### config.mk
export PLATFORM = sky130hd
export DESIGN_NAME = uart_echo_ctrl_flat
export DESIGN_NICKNAME = d
export VERILOG_FILES = /design/src/rtl/uart_echo_ctrl_if.sv /design/src/rtl/uart_echo_ctrl.sv /design/src/flat_wrapper.sv
export SDC_FILE = /design/constraint.sdc
export NUM_CORES = 1
export LEC_CHECK = 0
export CORE_ASPECT_RATIO = 0.5
export CORE_MARGIN = 2
export CORE_UTILIZATION = 35
export DETAILED_ROUTE_END_ITERATION = 10
export GPL_TIMING_DRIVEN = 0
export SYNTH_ARGS = -nofsm -noshare
export SYNTH_HDL_FRONTEND = slang
export SYNTH_SLANG_ARGS = --single-unit
### constraint.sdc
create_clock -name clk -period 3.7 [get_ports clk]
set_input_delay 0.555 -clock clk [delete_from_list [all_inputs] [get_ports clk]]
set_output_delay 0.555 -clock clk [all_outputs]
set_load 0.005 [all_outputs]
### src/rtl/uart_echo_ctrl_if.sv
// Parallel-side handshake bundle between the echo controller and CoreUART.
// The controller owns the master modport; CoreUART (or its VIP) owns the slave modport.
interface uart_echo_ctrl_if;
  logic       uart_rxrdy;
  logic [7:0] uart_data_out;
  logic       uart_oen;
  logic       uart_txrdy;
  logic       uart_wen;
  logic [7:0] uart_data_in;

  modport master (
    input  uart_rxrdy, uart_data_out, uart_txrdy,
    output uart_oen, uart_wen, uart_data_in
  );

  modport slave (
    output uart_rxrdy, uart_data_out, uart_txrdy,
    input  uart_oen, uart_wen, uart_data_in
  );
endinterface

### src/rtl/uart_echo_ctrl.sv
// CoreUART echo controller: reads each received byte into a small FIFO and
// writes it back out through the transmitter, preserving order.
module uart_echo_ctrl #(
  parameter int FIFO_DEPTH = 4,
  parameter int HOLDOFF    = 2,
  parameter int CNT_W      = 16
) (
  input  logic                          clk,
  input  logic                          rst_n,
  uart_echo_ctrl_if.master              uart,
  output logic [$clog2(FIFO_DEPTH):0]   fifo_level,
  output logic                          rx_stall,
  output logic [CNT_W-1:0]              echo_count
);
  localparam int AW = $clog2(FIFO_DEPTH);
  localparam int LW = AW + 1;

  typedef enum logic [1:0] {RX_IDLE, RX_READ, RX_WAIT} rx_state_e;
  typedef enum logic [1:0] {TX_IDLE, TX_STROBE, TX_HOLD, TX_WAIT} tx_state_e;

  rx_state_e        rx_state_q;
  tx_state_e        tx_state_q;
  logic             oen_q;
  logic             wen_q;
  logic [7:0]       data_in_q;
  logic [7:0]       mem_q [FIFO_DEPTH];
  logic [AW-1:0]    wr_ptr_q;
  logic [AW-1:0]    rd_ptr_q;
  logic [LW-1:0]    level_q;
  logic [3:0]       hold_q;
  logic [CNT_W-1:0] count_q;

  logic fifo_full;
  logic fifo_empty;
  logic push;
  logic pop;

  assign fifo_full  = (level_q == LW'(FIFO_DEPTH));
  assign fifo_empty = (level_q == '0);
  // The push lands on the edge that ends the oen-low cycle.
  assign push       = (rx_state_q == RX_READ);
  assign pop        = (tx_state_q == TX_IDLE) && !fifo_empty && uart.uart_txrdy;

  // NOTE: sequential state uses non-blocking assignments so every register
  // samples pre-edge values regardless of block evaluation order.
  always_ff @(posedge clk or negedge rst_n) begin
    if (!rst_n) begin
      rx_state_q <= RX_IDLE;
      oen_q      <= 1'b1;
    end else begin
      case (rx_state_q)
        RX_IDLE: if (uart.uart_rxrdy && !fifo_full) begin
          oen_q      <= 1'b0;
          rx_state_q <= RX_READ;
        end
        RX_READ: begin
          oen_q      <= 1'b1;
          rx_state_q <= RX_WAIT;
        end
        RX_WAIT: if (!uart.uart_rxrdy) rx_state_q <= RX_IDLE;
        default: begin
          oen_q      <= 1'b1;
          rx_state_q <= RX_IDLE;
        end
      endcase
    end
  end

  // NOTE: the byte storage has no reset; emptiness is tracked by the pointers
  // and level alone, so clearing the array would only add reset fan-out.
  always_ff @(posedge clk) begin
    if (push) mem_q[wr_ptr_q] <= uart.uart_data_out;
  end

  always_ff @(posedge clk or negedge rst_n) begin
    if (!rst_n) begin
      wr_ptr_q <= '0;
      rd_ptr_q <= '0;
      level_q  <= '0;
    end else begin
      if (push) wr_ptr_q <= wr_ptr_q + AW'(1);
      if (pop)  rd_ptr_q <= rd_ptr_q + AW'(1);
      level_q <= level_q + LW'(push) - LW'(pop);
    end
  end

  always_ff @(posedge clk or negedge rst_n) begin
    if (!rst_n) begin
      tx_state_q <= TX_IDLE;
      wen_q      <= 1'b1;
      data_in_q  <= 8'h00;
      hold_q     <= '0;
      count_q    <= '0;
    end else begin
      case (tx_state_q)
        TX_IDLE: if (pop) begin
          data_in_q  <= mem_q[rd_ptr_q];
          wen_q      <= 1'b0;
          tx_state_q <= TX_STROBE;
        end
        TX_STROBE: begin
          wen_q      <= 1'b1;
          count_q    <= count_q + CNT_W'(1);
          hold_q     <= 4'(HOLDOFF);
          tx_state_q <= TX_HOLD;
        end
        // txrdy may still read stale-high right after a write; ignore it here.
        TX_HOLD: begin
          hold_q <= hold_q - 4'd1;
          if (hold_q == 4'd1) tx_state_q <= TX_WAIT;
        end
        TX_WAIT: if (uart.uart_txrdy) tx_state_q <= TX_IDLE;
        default: begin
          wen_q      <= 1'b1;
          tx_state_q <= TX_IDLE;
        end
      endcase
    end
  end

  assign uart.uart_oen     = oen_q;
  assign uart.uart_wen     = wen_q;
  assign uart.uart_data_in = data_in_q;
  assign fifo_level        = level_q;
  assign echo_count        = count_q;
  assign rx_stall          = uart.uart_rxrdy && fifo_full;
endmodule

### src/flat_wrapper.sv
// flat-port wrapper written by rule: the top's interface ports become plain ports
module uart_echo_ctrl_flat 
#(
  parameter int FIFO_DEPTH = 4,
  parameter int HOLDOFF    = 2,
  parameter int CNT_W      = 16
)
  (clk, rst_n, fifo_level, rx_stall, echo_count, uart_uart_rxrdy, uart_uart_data_out, uart_uart_txrdy, uart_uart_oen, uart_uart_wen, uart_uart_data_in);
  uart_echo_ctrl_if uart_i ();
  input  logic clk;
  input  logic rst_n;
  output logic [$clog2(FIFO_DEPTH):0] fifo_level;
  output logic rx_stall;
  output logic [CNT_W-1:0] echo_count;
  input wire logic [$bits(uart_i.uart_rxrdy)-1:0] uart_uart_rxrdy;
  input wire logic [$bits(uart_i.uart_data_out)-1:0] uart_uart_data_out;
  input wire logic [$bits(uart_i.uart_txrdy)-1:0] uart_uart_txrdy;
  output wire logic [$bits(uart_i.uart_oen)-1:0] uart_uart_oen;
  output wire logic [$bits(uart_i.uart_wen)-1:0] uart_uart_wen;
  output wire logic [$bits(uart_i.uart_data_in)-1:0] uart_uart_data_in;
  assign uart_i.uart_rxrdy = uart_uart_rxrdy;
  assign uart_i.uart_data_out = uart_uart_data_out;
  assign uart_i.uart_txrdy = uart_uart_txrdy;
  assign uart_uart_oen = uart_i.uart_oen;
  assign uart_uart_wen = uart_i.uart_wen;
  assign uart_uart_data_in = uart_i.uart_data_in;
  uart_echo_ctrl #(.FIFO_DEPTH(FIFO_DEPTH), .HOLDOFF(HOLDOFF), .CNT_W(CNT_W)) u_core (.clk(clk), .rst_n(rst_n), .uart(uart_i), .fifo_level(fifo_level), .rx_stall(rx_stall), .echo_count(echo_count));
endmodule
==> flow_summary.toml, run 1 <==
[synthesis]
synth_top_area_share = 0.308
ys_seq_area_frac = 0.628
synth-async-reset-ratio = 0.562
yosys-top-cells-count = "39 x dfrtp_1, 32 x edfxtp_1, 32 x nand2_1, 15 x inv_1, 14 x ha_1"
synth_edf_count = 32
yosysUniqueCellTypes = 40
yosysMostFrequentCell = "dfrtp_1"
synth_warnings = 0
postSynthCellCount = 225
synth_ff_type = "dfrtp_1"
synthTopCellsByArea = "dfrtp_1 31%, edfxtp_1 30%, mux4_2 5.7%"
syn-cell-area_um2 = 3170
ys_ff_latch = 73
yosys.area.top_type = "dfrtp_1"
avgSynthCellArea_um2 = 14.1
syn_nets = 252

[critical_path]
worstSetupPathType = "reg -> reg"
rrSetupSlack_ns = 1.08
cp_data_arrival_time_ns = 2.82
critical_path_required_ns = 3.90
rr_worst_depth = 9
worst-path-max-fanout = 10
crit_path_start_kind = "register"
reg2reg_from = "u_core.fifo_level[1]"
critPathCaptureType = "register"
rr_endpoint = "u_core.fifo_level[2]"

[sta]
final-hold-violation-count = 0
setup_viol = 0
max_freq_mhz = 382
slew_headroom = 0.625
fin_tns_setup_ns = 0
period_share = 0.708
worst_slew_pin_slew_ns = 0.561
slew_viol_final = 0
rsz0062_at_grt = "false"
fin_skew_ns = 0.00429
finalCriticalPeriod_ns = 2.62

[cts]
htreeDepth = 3
postCtsHoldBufs = 0
clock_path_buffers = 2
ctsRootBufferMaster = "clkbuf_16"
post_cts_resized = 0
clock-sinks = 73
cts_setup_buffers = 0
worstSkewPairLatency_ns = 0.33
cts_made_buffers = 9
cts_tree = "built"
path_clk_slew_ns = 0.05

[final_layout]
area_delta_synth_final_pct = 27.2
drive_gt1_frac = 0.138
register_area_um2 = 1990
nNetsFinal = 305
fill_cells = 779
multiInputGateArea_um2 = 1090
antenna_cells = 0

[worst_hold_path]
min_path_type = "in -> async"

[floorplanning]
initial_core_util = 0.362
die_width_um = 138
num_rows = 24
core_area_um2 = 8740
dieArea_um2 = 9870
dieHeight_um = 71.2
pin_count = 42

[route]
routed_wl_um = 5690
drt_first_pass_iters = 4
ant_nets = 0
drtIter0Drc = 127
viasPerCell = 4.56
avgRoutedWirePerCell_um = 14.2
num_vias = 1825
drc = 0

[grt]
track_usage = 0.131
first_global_vias = 1968
antenna_found_initial = 0
grt_max_degree = 40
grt_pass1_wl_um = 9820
grt-ovfl-total = 0

[pwr]
p_leak_nw = 1.68
peakVddDrop_mv = 0.304
p_total_mw = 3.08
power_density_nw_per_um2 = 765

[run]
maxCapViolCount = 0

[run_status]
status = "finished, final reports clean"

[placement]
gp_congestion = 0.737
dpl.hpwl_um = 3980
buffer_ports.inserted = 41
through the flow:
step	cell area (um^2)	setup WS, ns	instances	util	hold slack [ns]
5_1_grt	4030	0.924	400	0.461	0.0128
3_5_place_dp	3740	0.837	384	0.428	0.369
3_3_place_gp	3720	0.900	383	0.426	0.458
6_report	4030	1.08	400	0.461	0.0238
4_1_cts	4030	1.03	400	0.461	0.0112
2_1_floorplan	3170	1.38	225	-	0.259
worst max path at each step:
stage / startpoint / to / slack (ns) / depth (start not counted)
5_1_grt: u_core.fifo_level[1] / u_core.fifo_level[2] / 0.92 / 9
2_1_floorplan: u_core.fifo_level[1] / u_core.fifo_level[2] / 1.38 / 9
4_1_cts: u_core.fifo_level[1] / u_core.fifo_level[2] / 1.03 / 9
6_report: u_core.fifo_level[1] / u_core.fifo_level[2] / 1.08 / 9
3_5_place_dp: uart_uart_txrdy / u_core.fifo_level[2] / 0.84 / 10
3_3_place_gp: uart_uart_txrdy / u_core.fifo_level[2] / 0.90 / 10
worst max-delay path, cell delays in order, from the launching register on:
cell and delay (ns):
dfrtp_1 0.48, o311ai_4 0.57, inv_2 0.21, ha_1 0.33, inv_1 0.06, ha_1 0.13
inv_1 0.05, fa_1 0.38, xnor2_1 0.15, xnor2_1 0.14
per-layer routing:
| metal | global-route usage | vias up | part of all wire |
|---|---|---|---|
| met1 | 0.152 | 893 | 0.44 |
| met4 | 0.0567 | 0 | 0.018 |
| met5 | 0 | - | 0 |
| met2 | 0.224 | 24 | 0.51 |
| li1 | - | 898 | - |
| met3 | 0.0475 | 10 | 0.036 |
cell type report:
type / instances / area share
well taps: 117 / 0.0364
inverters: 16 / 0.0149
clock inverters: 5 / 0.0140
flip-flops and latches: 73 / 0.494
clock buffers: 11 / 0.0578
plain buffers: 5 / 0.00528
repair buffers: 42 / 0.106
multi-input cells: 131 / 0.272
where the power goes:
group	leakage, nW	internal [mW]	switching (mW)
Combinational	0.728	0.529	0.470
Clock	0.140	0.522	0.321
Sequential	0.808	1.07	0.170
cell families after synthesis:
family,after synthesis,synth area share
buf+inv,21,0.0257
mux,13,0.0747
xor+xnor,20,0.0553
fa+ha+maj,15,0.0617
compound gates,12,0.0399
flops,73,0.628
simple gates,71,0.114
cells in the final DEF, fill, tap and decap left out, types with 4 or more instances in the layout:
cell             instances
nor2_1                  10
nor4_1                   5
nand2_1                 32
dfrtp_1                 39
xnor2_1                 11
mux4_2                   8
clkdlybuf4s50_1         40
nand4_1                  4
and2_1                   4
ha_1                    14
inv_1                   15
clkbuf_1                 5
xor2_1                   9
edfxtp_1                32
clkbuf_16                9
state kept, by name, summed over array words and instances (netlist names):
signal and count:
u_core.mem_q 32, u_core.echo_count 16, u_core.uart.uart_data_in 8, u_core.hold_q 4, u_core.fifo_level 3, u_core.rd_ptr_q 2, u_core.rx_state_q 2, u_core.tx_state_q 2
u_core.wr_ptr_q 2, u_core.uart.uart_oen 1, u_core.uart.uart_wen 1
(Power assumes the default switching activity.)
==> run 2, diff against run 1 <==
- clock period: 3.7 -> 2.4 ns (I/O delays scaled with it)
==> run 2 against run 1 <==
Count of clock-buffer cells in the layout is the same. Via count is 1.8% higher. Sequential cell count is the same. Critical path type unchanged. Critical endpoint unchanged.
==> flow_summary.toml, run 2 (synthesis results as in run 1) <==
[final_layout]
antenna_cells = 0
largest_reg_flops = 32
design_area_um2 = 4060
area_delta_synth_final_pct = 28.4
largest-register = "u_core.mem_q"
layout_common_cells = "40 x clkdlybuf4s50_1, 39 x dfrtp_1, 32 x nand2_1, 32 x edfxtp_1, 14 x inv_1"
drive_gt1_frac = 0.153
nNetsFinal = 309
final_common_cell = "clkdlybuf4s50_1"

[route]
avgRoutedWirePerCell_um = 14.2
viasPerCell = 4.60
num_vias = 1857
drtIter0Drc = 117
ant_nets = 0
routed_wl_um = 5730
drt_first_pass_iters = 4
drc = 0

[grt]
first_global_vias = 1981
grt-ovfl-total = 0
track_usage = 0.131
antenna_found_initial = 0
grt_max_degree = 40
grt_pass1_wl_um = 9840

[critical_path]
reg2reg_from = "u_core.fifo_level[2]"
critPathCaptureType = "register"
crit_path_start_kind = "register"
rr_worst_depth = 9
crit_family = "adder cells"
critical-path-slowest-cell = "dfrtp_1"
critical_path_required_ns = 2.60
max_stage_delay_ns = 0.49
worst-path-max-fanout = 7
crit_buf_inv = 3
worstSetupPathType = "reg -> reg"
rrSetupSlack_ns = 0.17
rr_endpoint = "u_core.fifo_level[2]"
cp_data_arrival_time_ns = 2.43
crit_chain = "o311ai_4 -> inv_4 -> ha_1 -> inv_1 -> ha_1 -> inv_1 -> fa_1 -> xnor2_1 -> xnor2_1"

[cts]
path_clk_slew_ns = 0.05
ctsRootBufferMaster = "clkbuf_16"
cts_made_buffers = 9
worstSkewPairLatency_ns = 0.33
clock_path_buffers = 2
htreeDepth = 3
clock-sinks = 73
cts_tree = "built"

[sta]
final-hold-violation-count = 0
fin_skew_ns = 0.00454
setup_viol = 0
rsz0062_at_grt = "false"
max_freq_mhz = 449
slew_viol_final = 0
finalCriticalPeriod_ns = 2.23
slew_headroom = 0.651
setup_slack_ns = 0.172
worst_slew_pin_slew_ns = 0.523
period_share = 0.928

[floorplanning]
dieArea_um2 = 9870
dieHeight_um = 71.2
num_rows = 24
core_area_um2 = 8740
die_width_um = 138
initial_core_util = 0.362
pin_count = 42

[placement]
dpl.hpwl_um = 3980
placed_area_um2 = 3740
gp_congestion = 0.737
buffer_ports.inserted = 41
place_ws_ns = -0.268

[pwr]
p_leak_nw = 1.69
peakVddDrop_mv = 0.464
p_total_mw = 4.78
power_density_nw_per_um2 = 1180

[run]
maxCapViolCount = 0

[worst_hold_path]
min_path_type = "in -> async"

[run_status]
status = "finished, final reports clean"
## run 2: cell types whose count changed in the layout (fill, tap and decap cells not counted)
cell / previous run / this run
buf_4: 0 / 3
dlygate4sd3_1: 0 / 1
ha_2: 0 / 1
inv_1: 15 / 14
ha_1: 14 / 13
inv_4: 0 / 1
## run 2: worst max path at each step
| stage | end | slack (ns) | from | cells past startpoint |
|---|---|---|---|---|
| after floorplan | u_core.fifo_level[2] | 0.08 | u_core.fifo_level[1] | 9 |
| after global placement | u_core.fifo_level[2] | -0.21 | uart_uart_txrdy | 10 |
| after detailed placement | u_core.fifo_level[2] | -0.27 | uart_uart_txrdy | 10 |
| after CTS | u_core.fifo_level[2] | 0.007 | u_core.tx_state_q[0] | 11 |
| after global routing | u_core.fifo_level[2] | 0.06 | u_core.tx_state_q[1] | 11 |
| final | u_core.fifo_level[2] | 0.17 | u_core.fifo_level[2] | 9 |
## run 2: routing by layer
layer  wire [um]  GRT usage
met2        2900      0.224
met3         191     0.0475
met5           0          0
met4          97     0.0567
met1        2530      0.153
## run 2: timing repair
action	4_1_cts	5_1_grt
buffers inserted	1	2
resized for setup	1	2
pin swaps	1	0
hold buffers	1	0
setup endpoints to repair	2	1
endpoints found under the hold margin	2	0
## run 2: report_power, final
| group | internal, mW | switching, mW |
|---|---|---|
| sequential | 1.65 | 0.263 |
| clock | 0.804 | 0.494 |
| combinational | 0.841 | 0.729 |
| total | 3.29 | 1.49 |
## run 2: worst register-to-register path, delay by kind of cell (launching register included)
family	cells	cell delay [ns]
AOI/OAI and AO/OA	1	0.39
xor gates and xnor gates	2	0.29
adders and majority gates	3	0.78
buffers and inverters	3	0.17
DFF	1	0.49
## run 2: final cells by class
cell class | instances | area (um^2)
plain buffers | 5 | 21.3
clock buffers | 11 | 233
clock inverters | 5 | 56.3
fillers | 776 | 4670
inverters | 16 | 62.6
multi-input cells | 131 | 1100
flip-flops and latches | 73 | 1990
well taps | 117 | 146
repair buffers | 46 | 458
## run 2: through the flow
| stage | std cells | util | TNS, ns | hold slack [ns] |
|---|---|---|---|---|
| after floorplan | 225 | - | 0 | 0.0644 |
| after global placement | 383 | 0.426 | -3.09 | 0.458 |
| after detailed placement | 384 | 0.428 | -0.365 | 0.174 |
| after CTS | 402 | 0.463 | 0 | 0.360 |
| after global routing | 404 | 0.465 | 0 | 0.364 |
| final | 404 | 0.465 | 0 | 0.370 |
==> run 3, diff against run 2 <==
- CAP_MARGIN: unset -> 20
- CORE_UTILIZATION: 35 -> 49
- PLACE_DENSITY: unset -> 0.75
==> run 3 against run 2 <==
Clock power grew 6%. Sequential power is essentially flat. Total power grew 2.2%. Non-clock buffer count shrank 3. Clock skew is essentially flat. Via count is essentially flat. Routed wire length shrank 7.3%. Largest power group unchanged.
==> flow_summary.toml, run 3 (synthesis results as in run 1) <==
[sta]
setup_viol = 0
worst_slew_pin_slew_ns = 0.895
rsz0062_at_grt = "false"
slew_viol_final = 0
period_share = 0.956
setup_slack_ns = 0.106
fin_skew_ns = 0.00489
final-hold-violation-count = 0
max_freq_mhz = 436
finalCriticalPeriod_ns = 2.29
slew_headroom = 0.403

[final_layout]
antenna_cells = 0
nNetsFinal = 306
stdcell_count = 372
largest-register = "u_core.mem_q"
final_common_cell = "clkdlybuf4s50_1"
multiInputGateArea_um2 = 1110
largest_reg_flops = 32
layout_common_cells = "40 x clkdlybuf4s50_1, 38 x dfrtp_1, 32 x nand2_1, 32 x edfxtp_1, 14 x inv_1"
fill_cells = 460
area_delta_synth_final_pct = 27.3
drive_gt1_frac = 0.155
register_area_um2 = 1990

[cts]
postCtsHoldBufs = 0
clock-sinks = 73
path_clk_slew_ns = 0.05
cts_made_buffers = 9
clock_path_buffers = 2
ctsRootBufferMaster = "clkbuf_16"
worstSkewPairLatency_ns = 0.33
cts_tree = "built"
htreeDepth = 3

[critical_path]
rr_worst_depth = 9
worstSetupPathType = "reg -> reg"
worst-path-max-fanout = 7
cp_data_arrival_time_ns = 2.50
critical_path_required_ns = 2.61
critPathCaptureType = "register"
rrSetupSlack_ns = 0.11
crit_path_start_kind = "register"

[route]
routed_wl_um = 5310
avgRoutedWirePerCell_um = 14.3
drt_first_pass_iters = 4
drc = 0
ant_nets = 0
viasPerCell = 4.99
drtIter0Drc = 102
num_vias = 1858

[run_status]
status = "finished, final reports clean"

[floorplanning]
core_area_um2 = 6160
initial_core_util = 0.514
die_width_um = 118
pin_count = 42
dieHeight_um = 60.8
num_rows = 20
dieArea_um2 = 7160

[placement]
dpl.hpwl_um = 3540
gp_congestion = 0.737
dpl.cell_count = 354
buffer_ports.inserted = 41
place_ws_ns = -0.225

[grt]
grt-ovfl-total = 0
track_usage = 0.170
grt_pass1_wl_um = 8800
antenna_found_initial = 0
grt_max_degree = 42
first_global_vias = 1791

[pwr]
p_leak_nw = 1.69
power_density_nw_per_um2 = 1210
peakVddDrop_mv = 0.624
p_total_mw = 4.89

[worst_hold_path]
min_path_type = "in -> async"

[run]
maxCapViolCount = 0
-- run 3: path summary, 6_finish.rpt --
kind                                        startpoint                          end
max                               u_core.fifo_level[2]         u_core.fifo_level[2]
min                                              rst_n           u_core.wr_ptr_q[0]
max reg2reg                       u_core.fifo_level[2]         u_core.fifo_level[2]
min reg2reg                u_core.uart.uart_data_in[7]  u_core.uart.uart_data_in[7]
max in group asynchronous                        rst_n         u_core.fifo_level[2]
min in group clk           u_core.uart.uart_data_in[7]  u_core.uart.uart_data_in[7]
-- run 3: cell type report --
cell class              count  share of cell area
plain buffers               5             0.00528
repair buffers             43               0.104
flip-flops and latches     73               0.494
well taps                  88              0.0273
clock buffers              10              0.0568
inverters                  16              0.0149
clock inverters             6              0.0205
multi-input cells         131               0.277
-- run 3: power by group --
part	leakage (nW)	internal (mW)	switching, mW
clock network	0.154	0.903	0.479
logic	0.733	0.854	0.727
registers	0.807	1.65	0.272
-- run 3: routing by layer --
layer  vias to the layer above  part of all wire  track usage
li1                        899                 -            -
met1                       907              0.43        0.195
met2                        44              0.51        0.287
met3                         8             0.052       0.0846
met4                         0             0.011       0.0602
met5                         -                 0            0
-- run 3: critical path, cell delays in order, from the launching register on --
cell and delay (ns):
dfrtp_2 0.48, o311ai_4 0.32, inv_2 0.08, ha_1 0.27, inv_1 0.07, ha_1 0.16, inv_1 0.06, fa_1 0.42
xnor2_2 0.17, xnor2_1 0.13
-- run 3: timing repair --
item,in CTS,in global routing
resized for setup,2,3
setup buffers,2,0
endpoints found under the hold margin,0,0
pin swaps,1,0
setup endpoints to repair,2,1
-- run 3: stage by stage --
step	setup TNS (ns)	util	hold slack (ns)	instance area, um^2
floorplan	0	-	0.0644	3170
global placement	-0.258	0.599	0.457	3690
detailed placement	-0.290	0.598	0.462	3680
CTS	0	0.653	0.180	4020
global route	0	0.654	0.223	4030
finish	0	0.654	0.148	4030
